**config.mk**
```make
export PLATFORM = sky130hd
export DESIGN_NAME = anton_neopixel_decoder_flat
export DESIGN_NICKNAME = d
export VERILOG_FILES = /design/src/rtl/anton_neopixel_decoder_if.sv /design/src/rtl/anton_neopixel_decoder.sv /design/src/flat_wrapper.sv
export SDC_FILE = /design/constraint.sdc
export NUM_CORES = 1
export LEC_CHECK = 0
export CAP_MARGIN = 0
export CORE_ASPECT_RATIO = 0.7
export CORE_MARGIN = 5
export CORE_UTILIZATION = 31
export CTS_BUF_LIST = sky130_fd_sc_hd__clkbuf_2 sky130_fd_sc_hd__clkbuf_4 sky130_fd_sc_hd__clkbuf_8
export CTS_CLUSTER_SIZE = 16
export DETAILED_ROUTE_END_ITERATION = 8
export GPL_TIMING_DRIVEN = 1
export PLACE_DENSITY = 0.49
export SYNTH_ARGS = -nofsm -noshare
export SYNTH_HDL_FRONTEND = slang
export SYNTH_SLANG_ARGS = --single-unit
export TNS_END_PERCENT = 5
```
**constraint.sdc**
```tcl
create_clock -name clk7mhz -period 6 [get_ports clk7mhz]
set_clock_uncertainty 0.1 [all_clocks]
set_input_delay 0.6 -clock clk7mhz [delete_from_list [all_inputs] [get_ports clk7mhz]]
set_output_delay 0.6 -clock clk7mhz [all_outputs]
set_load 0.01 [all_outputs]
```
**src/rtl/anton_neopixel_decoder_if.sv**
```systemverilog
// Pixel-buffer write port and frame status of the NeoPixel receive decoder.
// The decoder drives the bus (master); the pixel buffer / status logic consumes it (slave).
interface anton_neopixel_decoder_if #(
  parameter int BUFFER_BITS = 8
);
  logic [BUFFER_BITS-1:0] pixelAddr;
  logic [7:0]             pixelData;
  logic                   pixelWrite;
  logic                   frameDone;
  logic [BUFFER_BITS-1:0] pixelCount;
  logic                   glitchErr;
  logic                   overflowErr;

  modport master (
    output pixelAddr, pixelData, pixelWrite, frameDone, pixelCount, glitchErr, overflowErr
  );

  modport slave (
    input pixelAddr, pixelData, pixelWrite, frameDone, pixelCount, glitchErr, overflowErr
  );
endinterface

```
**src/rtl/anton_neopixel_decoder.sv**
```systemverilog
// NeoPixel (WS2812-style) receive decoder: classifies high pulses as '0'/'1', assembles
// 24-bit GRB pixels and writes them into a pixel buffer laid out like the stream TX buffer.
// Optional: define NEOPIXEL_DECODER_GLITCH_FILTER_EN for a 3-sample majority filter
// behind the synchronizer (+2 cycles latency, single-clock spikes removed).
`ifndef BUFFER_END_DEFAULT
`define BUFFER_END_DEFAULT 255
`endif
`ifndef CLOG2
`define CLOG2(x) $clog2(x)
`endif

module anton_neopixel_decoder #(
  parameter int BUFFER_END    = `BUFFER_END_DEFAULT,
  parameter int ONE_THRESHOLD = 4,
  parameter int MIN_HIGH      = 1,
  parameter int MAX_HIGH      = 7,
  parameter int RESET_CYCLES  = 40
) (
  input  logic clk7mhz,
  input  logic syncReset,
  input  logic neoDataIn,
  input  logic regCtrl32bit,
  input  logic regCtrlRun,
  anton_neopixel_decoder_if.master pixBus
);
  localparam int BUFFER_BITS = `CLOG2(BUFFER_END + 1);
  localparam int HW = $clog2(MAX_HIGH + 2);
  localparam int LW = $clog2(RESET_CYCLES + 1);
  localparam int PW = BUFFER_BITS + 1;
  localparam int AW = PW + 2;

  localparam logic [HW-1:0] MAX_H    = HW'(MAX_HIGH);
  localparam logic [HW-1:0] MIN_H    = HW'(MIN_HIGH);
  localparam logic [HW-1:0] ONE_T    = HW'(ONE_THRESHOLD);
  localparam logic [LW-1:0] LATCH_M1 = LW'(RESET_CYCLES - 1);
  localparam logic [AW-1:0] ADDR_END = AW'(BUFFER_END);

  localparam logic [1:0] WAIT_LATCH = 2'd0;
  localparam logic [1:0] IDLE       = 2'd1;
  localparam logic [1:0] HIGH       = 2'd2;
  localparam logic [1:0] LOW        = 2'd3;

  logic [1:0]             syncReg;
  logic                   lineIn;
  logic [1:0]             state;
  logic [HW-1:0]          highCnt;
  logic [LW-1:0]          lowCnt;
  logic [4:0]             bitIdx;
  logic [21:0]            shiftReg;
  logic [PW-1:0]          pix;
  logic                   mode32;
  logic                   gotBit;
  logic [BUFFER_BITS-1:0] addrReg;
  logic [7:0]             dataReg;
  logic                   writeReg;
  logic                   doneReg;
  logic [BUFFER_BITS-1:0] countReg;
  logic                   glitchReg;
  logic                   overflowReg;

  // Two-flop synchronizer for the asynchronous data pin
  always_ff @(posedge clk7mhz) begin
    if (syncReset) syncReg <= '0;
    else           syncReg <= {syncReg[0], neoDataIn};
  end

`ifdef NEOPIXEL_DECODER_GLITCH_FILTER_EN
  logic [1:0] hist;
  logic       filtered;

  // 3-sample majority vote: a lone one-clock spike never wins
  always_ff @(posedge clk7mhz) begin
    if (syncReset) begin
      hist     <= '0;
      filtered <= 1'b0;
    end else begin
      hist     <= {hist[0], syncReg[1]};
      filtered <= (syncReg[1] & hist[0]) | (syncReg[1] & hist[1]) | (hist[0] & hist[1]);
    end
  end
  assign lineIn = filtered;
`else
  assign lineIn = syncReg[1];
`endif

  logic            bitVal;
  logic [7:0]      newByte;
  logic [7:0]      packed8;
  logic [PW-1:0]   pixInc;
  logic [PW-1:0]   pixNext;
  logic            wrNeeded;
  logic [AW-1:0]   wrAddr;
  logic [7:0]      wrByte;

  // Bit/byte assembly and buffer address selection for the bit being completed now
  always_comb begin
    bitVal  = (highCnt >= ONE_T);
    newByte = {shiftReg[6:0], bitVal};
    // shiftReg[i] holds wire bit r(22-i) when bit 23 completes
    packed8 = {shiftReg[6], shiftReg[3], shiftReg[21], shiftReg[19],
               shiftReg[17], shiftReg[14], shiftReg[11], shiftReg[9]};
    pixInc  = pix + 1'b1;
    // MSB is sticky so a wrapped pixel counter can never alias back into the buffer
    pixNext = {pix[PW-1] | pixInc[PW-1], pixInc[PW-2:0]};
    wrNeeded = 1'b0;
    wrAddr   = '0;
    wrByte   = newByte;
    if (mode32) begin
      case (bitIdx)
        5'd7:  begin wrNeeded = 1'b1; wrAddr = {pix, 2'b01}; end
        5'd15: begin wrNeeded = 1'b1; wrAddr = {pix, 2'b00}; end
        5'd23: begin wrNeeded = 1'b1; wrAddr = {pix, 2'b10}; end
        default: ;
      endcase
    end else if (bitIdx == 5'd23) begin
      wrNeeded = 1'b1;
      wrAddr   = AW'(pix);
      wrByte   = packed8;
    end
  end

  // Pulse classification FSM, pixel assembly and buffer writes
  always_ff @(posedge clk7mhz) begin
    if (syncReset) begin
      state       <= WAIT_LATCH;
      highCnt     <= '0;
      lowCnt      <= '0;
      bitIdx      <= '0;
      shiftReg    <= '0;
      pix         <= '0;
      mode32      <= 1'b0;
      gotBit      <= 1'b0;
      addrReg     <= '0;
      dataReg     <= '0;
      writeReg    <= 1'b0;
      doneReg     <= 1'b0;
      countReg    <= '0;
      glitchReg   <= 1'b0;
      overflowReg <= 1'b0;
    end else begin
      writeReg <= 1'b0;
      doneReg  <= 1'b0;
      if (!regCtrlRun) begin
        state  <= WAIT_LATCH;
        lowCnt <= '0;
      end else begin
        case (state)
          WAIT_LATCH: begin
            if (lineIn) begin
              lowCnt <= '0;
            end else if (lowCnt == LATCH_M1) begin
              state  <= IDLE;
              lowCnt <= '0;
            end else begin
              lowCnt <= lowCnt + 1'b1;
            end
          end
          IDLE: begin
            if (lineIn) begin
              state       <= HIGH;
              highCnt     <= HW'(1);
              mode32      <= regCtrl32bit;
              glitchReg   <= 1'b0;
              overflowReg <= 1'b0;
              bitIdx      <= '0;
              shiftReg    <= '0;
              pix         <= '0;
              gotBit      <= 1'b0;
            end
          end
          HIGH: begin
            if (lineIn) begin
              // Reaching MAX_HIGH+1 aborts at once, so an over-long pulse never gets to a fall
              if (highCnt == MAX_H) begin
                glitchReg <= 1'b1;
                state     <= WAIT_LATCH;
                lowCnt    <= '0;
              end else begin
                highCnt <= highCnt + 1'b1;
              end
            end else begin
              state  <= LOW;
              lowCnt <= LW'(1);
              if (highCnt < MIN_H) begin
                glitchReg <= 1'b1;
              end else begin
                shiftReg <= {shiftReg[20:0], bitVal};
                gotBit   <= 1'b1;
                if (bitIdx == 5'd23) begin
                  bitIdx <= '0;
                  pix    <= pixNext;
                end else begin
                  bitIdx <= bitIdx + 1'b1;
                end
                if (wrNeeded) begin
                  if (wrAddr > ADDR_END) begin
                    overflowReg <= 1'b1;
                  end else begin
                    writeReg <= 1'b1;
                    addrReg  <= wrAddr[BUFFER_BITS-1:0];
                    dataReg  <= wrByte;
                  end
                end
              end
            end
          end
          default: begin // LOW
            if (lineIn) begin
              state   <= HIGH;
              highCnt <= HW'(1);
            end else if (lowCnt == LATCH_M1) begin
              state <= IDLE;
              if (gotBit) begin
                doneReg  <= 1'b1;
                countReg <= pix[BUFFER_BITS-1:0];
              end
            end else begin
              lowCnt <= lowCnt + 1'b1;
            end
          end
        endcase
      end
    end
  end

  assign pixBus.pixelAddr   = addrReg;
  assign pixBus.pixelData   = dataReg;
  assign pixBus.pixelWrite  = writeReg;
  assign pixBus.frameDone   = doneReg;
  assign pixBus.pixelCount  = countReg;
  assign pixBus.glitchErr   = glitchReg;
  assign pixBus.overflowErr = overflowReg;
endmodule

```
**src/flat_wrapper.sv**
```systemverilog
// flat-port wrapper written by rule: the top's interface ports become plain ports
module anton_neopixel_decoder_flat 
#(
  parameter int BUFFER_END    = `BUFFER_END_DEFAULT,
  parameter int ONE_THRESHOLD = 4,
  parameter int MIN_HIGH      = 1,
  parameter int MAX_HIGH      = 7,
  parameter int RESET_CYCLES  = 40
)
  (clk7mhz, syncReset, neoDataIn, regCtrl32bit, regCtrlRun, pixBus_pixelAddr, pixBus_pixelData, pixBus_pixelWrite, pixBus_frameDone, pixBus_pixelCount, pixBus_glitchErr, pixBus_overflowErr);
  anton_neopixel_decoder_if #(.BUFFER_BITS(8)) pixBus_i ();
  input  logic clk7mhz;
  input  logic syncReset;
  input  logic neoDataIn;
  input  logic regCtrl32bit;
  input  logic regCtrlRun;
  output wire logic [$bits(pixBus_i.pixelAddr)-1:0] pixBus_pixelAddr;
  output wire logic [$bits(pixBus_i.pixelData)-1:0] pixBus_pixelData;
  output wire logic [$bits(pixBus_i.pixelWrite)-1:0] pixBus_pixelWrite;
  output wire logic [$bits(pixBus_i.frameDone)-1:0] pixBus_frameDone;
  output wire logic [$bits(pixBus_i.pixelCount)-1:0] pixBus_pixelCount;
  output wire logic [$bits(pixBus_i.glitchErr)-1:0] pixBus_glitchErr;
  output wire logic [$bits(pixBus_i.overflowErr)-1:0] pixBus_overflowErr;
  assign pixBus_pixelAddr = pixBus_i.pixelAddr;
  assign pixBus_pixelData = pixBus_i.pixelData;
  assign pixBus_pixelWrite = pixBus_i.pixelWrite;
  assign pixBus_frameDone = pixBus_i.frameDone;
  assign pixBus_pixelCount = pixBus_i.pixelCount;
  assign pixBus_glitchErr = pixBus_i.glitchErr;
  assign pixBus_overflowErr = pixBus_i.overflowErr;
  anton_neopixel_decoder #(.BUFFER_END(BUFFER_END), .ONE_THRESHOLD(ONE_THRESHOLD), .MIN_HIGH(MIN_HIGH), .MAX_HIGH(MAX_HIGH), .RESET_CYCLES(RESET_CYCLES)) u_core (.clk7mhz(clk7mhz), .syncReset(syncReset), .neoDataIn(neoDataIn), .regCtrl32bit(regCtrl32bit), .regCtrlRun(regCtrlRun), .pixBus(pixBus_i));
endmodule
```
---- Word-level counts from Yosys, hierarchy flattened ----
Index checks and enable logic that the tools add are counted.
W data, S select, Z words.
operators by class
  add/subtract/negate cells ............... 4
  $lt $le $gt $ge ......................... 3
  eq/ne operators ......................... 19
  muxes and demuxes ....................... 55
  bitwise operators ....................... 11
  reductions and logical operators ........ 17
operators with widths
  cell                   count
  $mux W22               3
  $mux W9                5
  $pmux W22 S2           1
  $mux W6                6
  $pmux W11 S3           1
  $mux W5                4
  $pmux W6 S3            1
  $pmux W9 S2            1
  $mux W1                15
  $reduce_and A5 Y1      3
  $mux W7                2
  $mux W2                6
  $mux W4                3
  $reduce_and A6 Y1      2
  $gt A11 B8 Y1 const B  1
  $mux W11               1
  $not A1 Y1             10
  $pmux W5 S2            1
  $add A9 B1 Y9 const B  1
  $ne A3 B3 Y1 const B   3
  $ne A2 B1 Y1 const B   4
  $ne A2 B2 Y1 const B   4
  $pmux W4 S2            1
  $reduce_and A4 Y1      2
  24 further kinds       28
storage, ports and cells
  flip-flop bits (word level) ............. 80

---- Logic depth before layout (Yosys ltp) ----
Gate-level depths: netlist (run 1).
  word-level depth ........................ 9
  depth in mapped cells ................... 9
  gate-level depth less buffers ........... 8

---- Least setup slack after synthesis (run 1) ----
OpenSTA, ideal clock, no wires.
  kind .................................... register to register
  start ................................... register u_core.bitIdx[0]
  end ..................................... register u_core.addrReg[7], in the netlist u_core.pixBus.pixelAddr[7]
  setup time .............................. 70 ps
  arrival time ............................ 1966 ps
  path slack .............................. 3863 ps
  cell stages (with the launch flop) ...... 9
  cells stage by stage .................... dfxtp_1 > ha_1 > and3_1 > ha_1 > nand2b_1 > a211oi_1 > a22oi_1 > or3_1 > a21oi_1
between the ends
  word-level cells in the longest chain between the ends .. 6
ends and longest elaborated chain
  element                                         RTL line                                                      RTL
  from (decl)                                     anton_neopixel_decoder.sv:48                                  logic [4:0] bitIdx;
  from (signal assigned)                          anton_neopixel_decoder.sv:193                                 bitIdx <= bitIdx + 1'b1;
  $eq A5 B5 Y1 (tied with other cells)            anton_neopixel_decoder.sv:109, anton_neopixel_decoder.sv:115
  $pmux W11 S3 / $mux W9 (equally long branches)  anton_neopixel_decoder.sv:109, anton_neopixel_decoder.sv:115
  $mux W11                                        anton_neopixel_decoder.sv:108                                 if (mode32) begin
  $gt A11 B8 Y1                                   anton_neopixel_decoder.sv:196                                 if (wrAddr > ADDR_END) begin
  $not A1 Y1 (no source line)                     --
  $reduce_and A6 Y1 (no source line)              --
  to (signal assigned)                            anton_neopixel_decoder.sv:200                                 addrReg <= wrAddr[BUFFER_BITS-1:0];
  to (decl)                                       anton_neopixel_decoder.sv:53                                  logic [BUFFER_BITS-1:0] addrReg;
Parallel ways exist; a longest one is shown, timed or not.
A chain may end at the register's enable or synchronous reset.

---- Final worst setup path (run 1) ----
  start ................................... register u_core.state[0]
  end ..................................... register u_core.bitIdx[3]
between the ends
  word-level cells in the longest chain between the ends .. 3
ends and longest elaborated chain
  element                                                RTL line                       RTL
  from (decl)                                            anton_neopixel_decoder.sv:45   logic [1:0] state;
  from (signal assigned)                                 anton_neopixel_decoder.sv:125  state <= WAIT_LATCH;
  from (signal assigned)                                 anton_neopixel_decoder.sv:144  state <= WAIT_LATCH;
  from (signal assigned)                                 anton_neopixel_decoder.sv:152  state <= IDLE;
  $eq A2 B2 Y1 / $eq A2 B1 Y1 (equally long branches)    anton_neopixel_decoder.sv:147  case (state)
  $ne A2 B2 Y1 (no source line) (tied with other cells)  --
  $reduce_and A5 Y1 (no source line)                     --
Parallel ways exist; a longest one is shown, timed or not.

==> flow_summary.ini, run 1 <==
[outcome]
status = complete, no violations

[setup_path]
timing.critical_path.buf_inv = 2
worstSetupPathType = register to register
critPathRequiredTime_ns = 6.20
path_cells = inv_1 -> ha_1 -> buf_4 -> o21ai_0 -> nand2_1 -> or4_1 -> a21oi_1
critPathTopFamily = simple AND/OR/NAND/NOR gates
start_kind = register
cp_max_fo = 42
cpPeakStageDelay_ns = 0.71
slowest_stage = or4_1
endpoint_kind = register
arrival_ns = 3.01

[grt]
gr-total-overflow = 0
antenna_found_initial = 0
grt_max_degree = 67
grt_pass1_vias = 2996
grt_pass1_wl_mm = 15.0
groute.usage.overall_pct = 12.8

[yosys]
ys_ff_latch = 80
syn-instance-count = 453
synthesis.area_mm2 = 0.00378
yosys_warnings = 0
syn_area_per_cell_um2 = 8.34
yosysSeqAreaShare_pct = 42.4
ys.flop_type = dfxtp_1
synth_cell_type_count = 55
synthArstFlopShare_pct = 0
synth_edf_count = 0
syn_nets = 469

[clock_network]
tritoncts = built
cts_hold_buf = 0
clkSlewWorstSetupHoldPaths_ns = 0.09
cts_inserted_buffers = 9
cts_setup_buffers = 0
clock_path_buffers = 2
htree_levels = 3
clk_latency_ns = 0.37
cts.sinks = 80
cts_root_buffer = clkbuf_8
cts_resized = 0

[sta]
max-slew-margin-rel_pct = 20.7
clock.fmax_ghz = 0.355
setup_viol = 0
rsz0062_at_grt = false
fin_ws_ns = 3.18
hold_slack_ns = 0.346
timing_hold_violations_final = 0
finalCriticalPeriod_ns = 2.82
tns_ns = 0
max_slew.worst_pin.slew_ns = 1.19
fin_crit_sh_pct = 47.0
maxSlewViolCount = 0

[placed_design]
dp_hpwl_mm = 5.82
preCtsSetupSlack_ns = 2.91
place.gp.congestion = 0.785
numPortBuffers = 32
placedInstanceArea_mm2 = 0.00416

[floorplan]
io_pins = 33
start_util_pct = 32.0
rows = 33
die_w_um = 142
dieHeight_um = 102
die_area_mm2 = 0.0145
core-area_mm2 = 0.0118

[layout]
finalNetCount = 482
area_delta_synth_final_pct = 16.7
fillers = 1232
layout-drive-gt1-share_pct = 5.94
fin_area_mm2 = 0.00441
diodes = 0

[worst_hold_path]
hp-class = register to register

[route]
num_vias = 3240
postRouteAntennaNets = 0
vias_per_cell = 5.16
first_pass_iters = 4
drcViolationCount = 0
dr.first_iter.drc_count = 261
wl_per_cell_um = 14.3
finalWirelength_mm = 9.00

[pwr]
irDropWorstVdd_mv = 0.0857
leakage_nw = 1.43
powerDensity_mw_per_mm2 = 238

[run]
drv_cap = 0
-- power by group --
part | switching [W] | total [W] | internal [W] | leakage (nW)
clock | 0.000215 | 0.000496 | 0.000281 | 0.124
sequential | 0.00000220 | 0.000534 | 0.000532 | 0.645
combinational | 0.0000119 | 0.0000182 | 0.00000633 | 0.657
total | 0.000229 | 0.00105 | 0.000819 | 1.43
-- logic make-up (layout without fill, tap and decap cells) --
logic type | Yosys count | after routing | share of synthesized area, %
compound gates | 113 | 113 | 17.4
xor+xnor | 8 | 8 | 1.85
fa+ha+maj | 11 | 11 | 3.64
buf+inv | 43 | 61 | 5.07
flops | 80 | 80 | 42.4
mux | 16 | 16 | 4.24
simple gates | 182 | 182 | 25.4
-- placed cells by master (no fill, tap or decap), types with 16 or more instances in the layout --
| cell type | count |
|---|---|
| mux2i_1 | 16 |
| dfxtp_1 | 80 |
| clkdlybuf4s50_1 | 31 |
| a21oi_1 | 53 |
| o21ai_0 | 27 |
| nand3_1 | 35 |
| nor2_1 | 32 |
| or3_1 | 19 |
| nand2_1 | 41 |
-- sequential cells by signal, summed over array words and instances, names as in the netlist, 2 cells and up --
| register | count |
|---|---|
| u_core.pixBus.pixelData | 8 |
| u_core.syncReg | 2 |
| u_core.pix | 9 |
| u_core.shiftReg | 22 |
| u_core.highCnt | 4 |
| u_core.pixBus.pixelAddr | 8 |
| u_core.bitIdx | 5 |
| u_core.pixBus.pixelCount | 8 |
| u_core.lowCnt | 6 |
| u_core.state | 2 |
-- routing by layer --
| metal | global-route usage [%] | routed length [um] | part of all wire [%] |
|---|---|---|---|
| met1 | 17.9 | 4680 | 52 |
| met2 | 19.0 | 3790 | 42 |
| met3 | 3.51 | 409 | 4.5 |
| met4 | 4.50 | 121 | 1.3 |
| met5 | 0 | 0 | 0 |
-- through the flow --
| step | std cells | total power, W | util, % |
|---|---|---|---|
| final | 628 | 0.00105 | 37.3 |
| after global routing | 628 | 0.00108 | 37.3 |
| after CTS | 628 | 0.00106 | 37.3 |
| after detailed placement | 612 | 0.000565 | 35.2 |
| after global placement | 612 | 0.000565 | 35.2 |
| after floorplan | 453 | 0.000558 | - |
-- layout make-up --
| type | count | area (um^2) | share of cell area (%) |
|---|---|---|---|
| Clock buffer | 9 | 124 | 2.81 |
| Inverter | 11 | 41.3 | 0.936 |
| Timing Repair Buffer | 34 | 330 | 7.49 |
| Multi-Input combinational cell | 330 | 1990 | 45.2 |
| Tap cell | 157 | 196 | 4.45 |
| Sequential cell | 80 | 1600 | 36.3 |
| Clock inverter | 7 | 125 | 2.84 |
-- final timing paths --
path,from,endpoint,depth (start not counted),slack (ns)
worst max-delay path,u_core.state[0],u_core.bitIdx[3],7,3.18
worst min-delay path,u_core.syncReg[0],u_core.syncReg[1],1,0.35
worst max register to register,u_core.state[0],u_core.bitIdx[3],7,3.18
worst min register to register,u_core.syncReg[0],u_core.syncReg[1],1,0.35
-- cells in the mapped netlist, types with 11 or more instances --
library cell	number	area, um^2
inv_1	11	41.3
nand3_1	35	175
clkbuf_1	18	67.6
or3_1	19	119
a21oi_1	53	265
nand2b_1	11	68.8
ha_1	11	138
nor2_1	32	120
o21ai_0	27	135
dfxtp_1	80	1600
mux2i_1	16	160
nand2_1	41	154
Note: power is estimated with default switching activity, not from simulation.
==> run 2: changes to the inputs <==
==> constraint.sdc (replaced) <==
create_clock -name clk7mhz -period 2.69 [get_ports clk7mhz]
set_clock_uncertainty 0.1 [all_clocks]
set_input_delay 0.269 -clock clk7mhz [delete_from_list [all_inputs] [get_ports clk7mhz]]
set_output_delay 0.269 -clock clk7mhz [all_outputs]
set_load 0.01 [all_outputs]
==> flow_summary.ini, run 2 (synthesized netlist as in run 1, its figures left out) <==
[pwr]
powerDensity_mw_per_mm2 = 465
irDropWorstVdd_mv = 0.169
seq_power_share_pct = 57.6
p_int_w = 0.00160
switching_power_w = 0.000471
sw_frac_of_total_pct = 22.8
p_clk_share_pct = 40.4
p_comb_share_pct = 2.0
leakage_nw = 1.45

[sta]
rsz0062_at_grt = false
max_slew.worst_pin.slew_ns = 0.777
setup_viol = 0
maxSlewViolCount = 0
hold_slack_ns = 0.155
max-slew-margin-rel_pct = 48.1
timing_hold_violations_final = 0
clock.fmax_ghz = 0.422
fin_crit_sh_pct = 88.1
tns_ns = 0
finalCriticalPeriod_ns = 2.37

[placed_design]
placedInstanceArea_mm2 = 0.00426
place.gp.congestion = 0.787
placedCellCount = 622
dp_hpwl_mm = 6.08
numPortBuffers = 32

[clock_network]
cts.sinks = 80
cts_root_buffer = clkbuf_8
cts_inserted_buffers = 9
tritoncts = built
clkSlewWorstSetupHoldPaths_ns = 0.08
cts_setup_buffers = 0
clock_path_buffers = 2
cts_resized = 0
clk_latency_ns = 0.35
htree_levels = 3
cts_hold_buf = 0

[grt]
grt_pass1_wl_mm = 14.8
grt_pass1_vias = 2936
gr-total-overflow = 0
groute.usage.overall_pct = 12.5
antenna_found_initial = 0
grt_max_degree = 33

[route]
dr.first_iter.drc_count = 210
first_pass_iters = 4
drcViolationCount = 0
num_vias = 3221
wl_per_cell_um = 13.8
postRouteAntennaNets = 0
vias_per_cell = 5.05
finalWirelength_mm = 8.82

[outcome]
status = complete, no violations

[layout]
top_register = u_core.shiftReg
fin_area_mm2 = 0.00445
finalNetCount = 492
mostFrequentLayoutCells = 80 x dfxtp_1, 53 x a21oi_1, 41 x nand2_1
fin_cells = 638
top_regs = u_core.shiftReg (22), u_core.pix (9)
diodes = 0
largest_reg_flops = 22
area_delta_synth_final_pct = 17.7
final_common_cell = dfxtp_1
layout-drive-gt1-share_pct = 7.90

[setup_path]
endpoint_kind = register
worstSetupPathType = register to register
worstReg2RegEnd = u_core.pixBus.pixelAddr[1]
start_kind = register
arrival_ns = 2.56
reg2reg_from = u_core.state[0]
critPathRequiredTime_ns = 2.87
crit_path_start = u_core.state[0]
crit_path_end = u_core.pixBus.pixelAddr[1]
cp_max_fo = 30
rr_worst_depth = 7
reg2reg_slack_ns = 0.32

[floorplan]
die_area_mm2 = 0.0145
rows = 33
core-area_mm2 = 0.0118
dieHeight_um = 102
start_util_pct = 32.0
io_pins = 33
die_w_um = 142

[run]
drv_cap = 0

[worst_hold_path]
hold_start = syncReset
hp-class = input port to register
==> run 2: cell count changes in the layout (fill, tap and decap cells not counted) <==
cell	before	now
buf_4	2	10
inv_6	2	0
clkinvlp_4	0	2
buf_12	0	2
clkbuf_4	0	1
bufinv_16	3	0
clkinv_4	2	1
clkinv_2	0	1
clkbuf_8	9	11
==> run 2: area by class of cell <==
class,count,area (um^2)
Multi-Input combinational cell,330,1990
Tap cell,157,196
Inverter,11,41.3
Clock inverter,4,28.8
Clock buffer,12,159
Fill cell,1235,7360
Timing Repair Buffer,44,430
Sequential cell,80,1600
==> run 2: layer usage <==
metal / GRT usage (%) / vias up / wire, um
li1: - / 1659 / -
met1: 17.7 / 1502 / 4710
met2: 18.7 / 51 / 3660
met3: 3.55 / 9 / 351
met4: 3.54 / 0 / 96
met5: 0 / - / 0
==> run 2: per-stage QoR <==
step | total power (W) | utilization, % | worst slack, ns
finish | 0.00207 | 37.7 | 0.319
CTS | 0.00210 | 37.7 | 0.289
global route | 0.00215 | 37.7 | 0.111
floorplan | 0.00124 | - | 0.553
global placement | 0.00126 | 36.1 | 0.329
detailed placement | 0.00126 | 36.1 | 0.284
==> run 2: how the worst min path moves through the flow <==
| stage | end | cells past startpoint |
|---|---|---|
| 2_1_floorplan | u_core.syncReg[0] | 1 |
| 3_3_place_gp | u_core.syncReg[1] | 1 |
| 3_5_place_dp | u_core.syncReg[1] | 1 |
| 4_1_cts | u_core.pixBus.pixelCount[0] | 2 |
| 5_1_grt | u_core.pixBus.pixelCount[1] | 2 |
| 6_report | u_core.pixBus.pixelCount[6] | 2 |
==> run 2: critical path, stage by stage (launching register included) <==
cell	delay, ns
dfxtp_1	0.36
inv_1	0.10
ha_1	0.42
nand3b_1	0.20
a2111o_1	0.31
buf_4	0.22
or4_1	0.49
o21ai_1	0.09
==> run 2: power by group through the flow <==
| stage | sequential, W | clock (W) | combinational, W |
|---|---|---|---|
| after floorplan | 0.00122 | 0 | 0.0000294 |
| after global placement | 0.00122 | 0 | 0.0000421 |
| after detailed placement | 0.00122 | 0 | 0.0000420 |
| after CTS | 0.00119 | 0.000871 | 0.0000417 |
| after global routing | 0.00119 | 0.000909 | 0.0000465 |
| final | 0.00119 | 0.000836 | 0.0000414 |
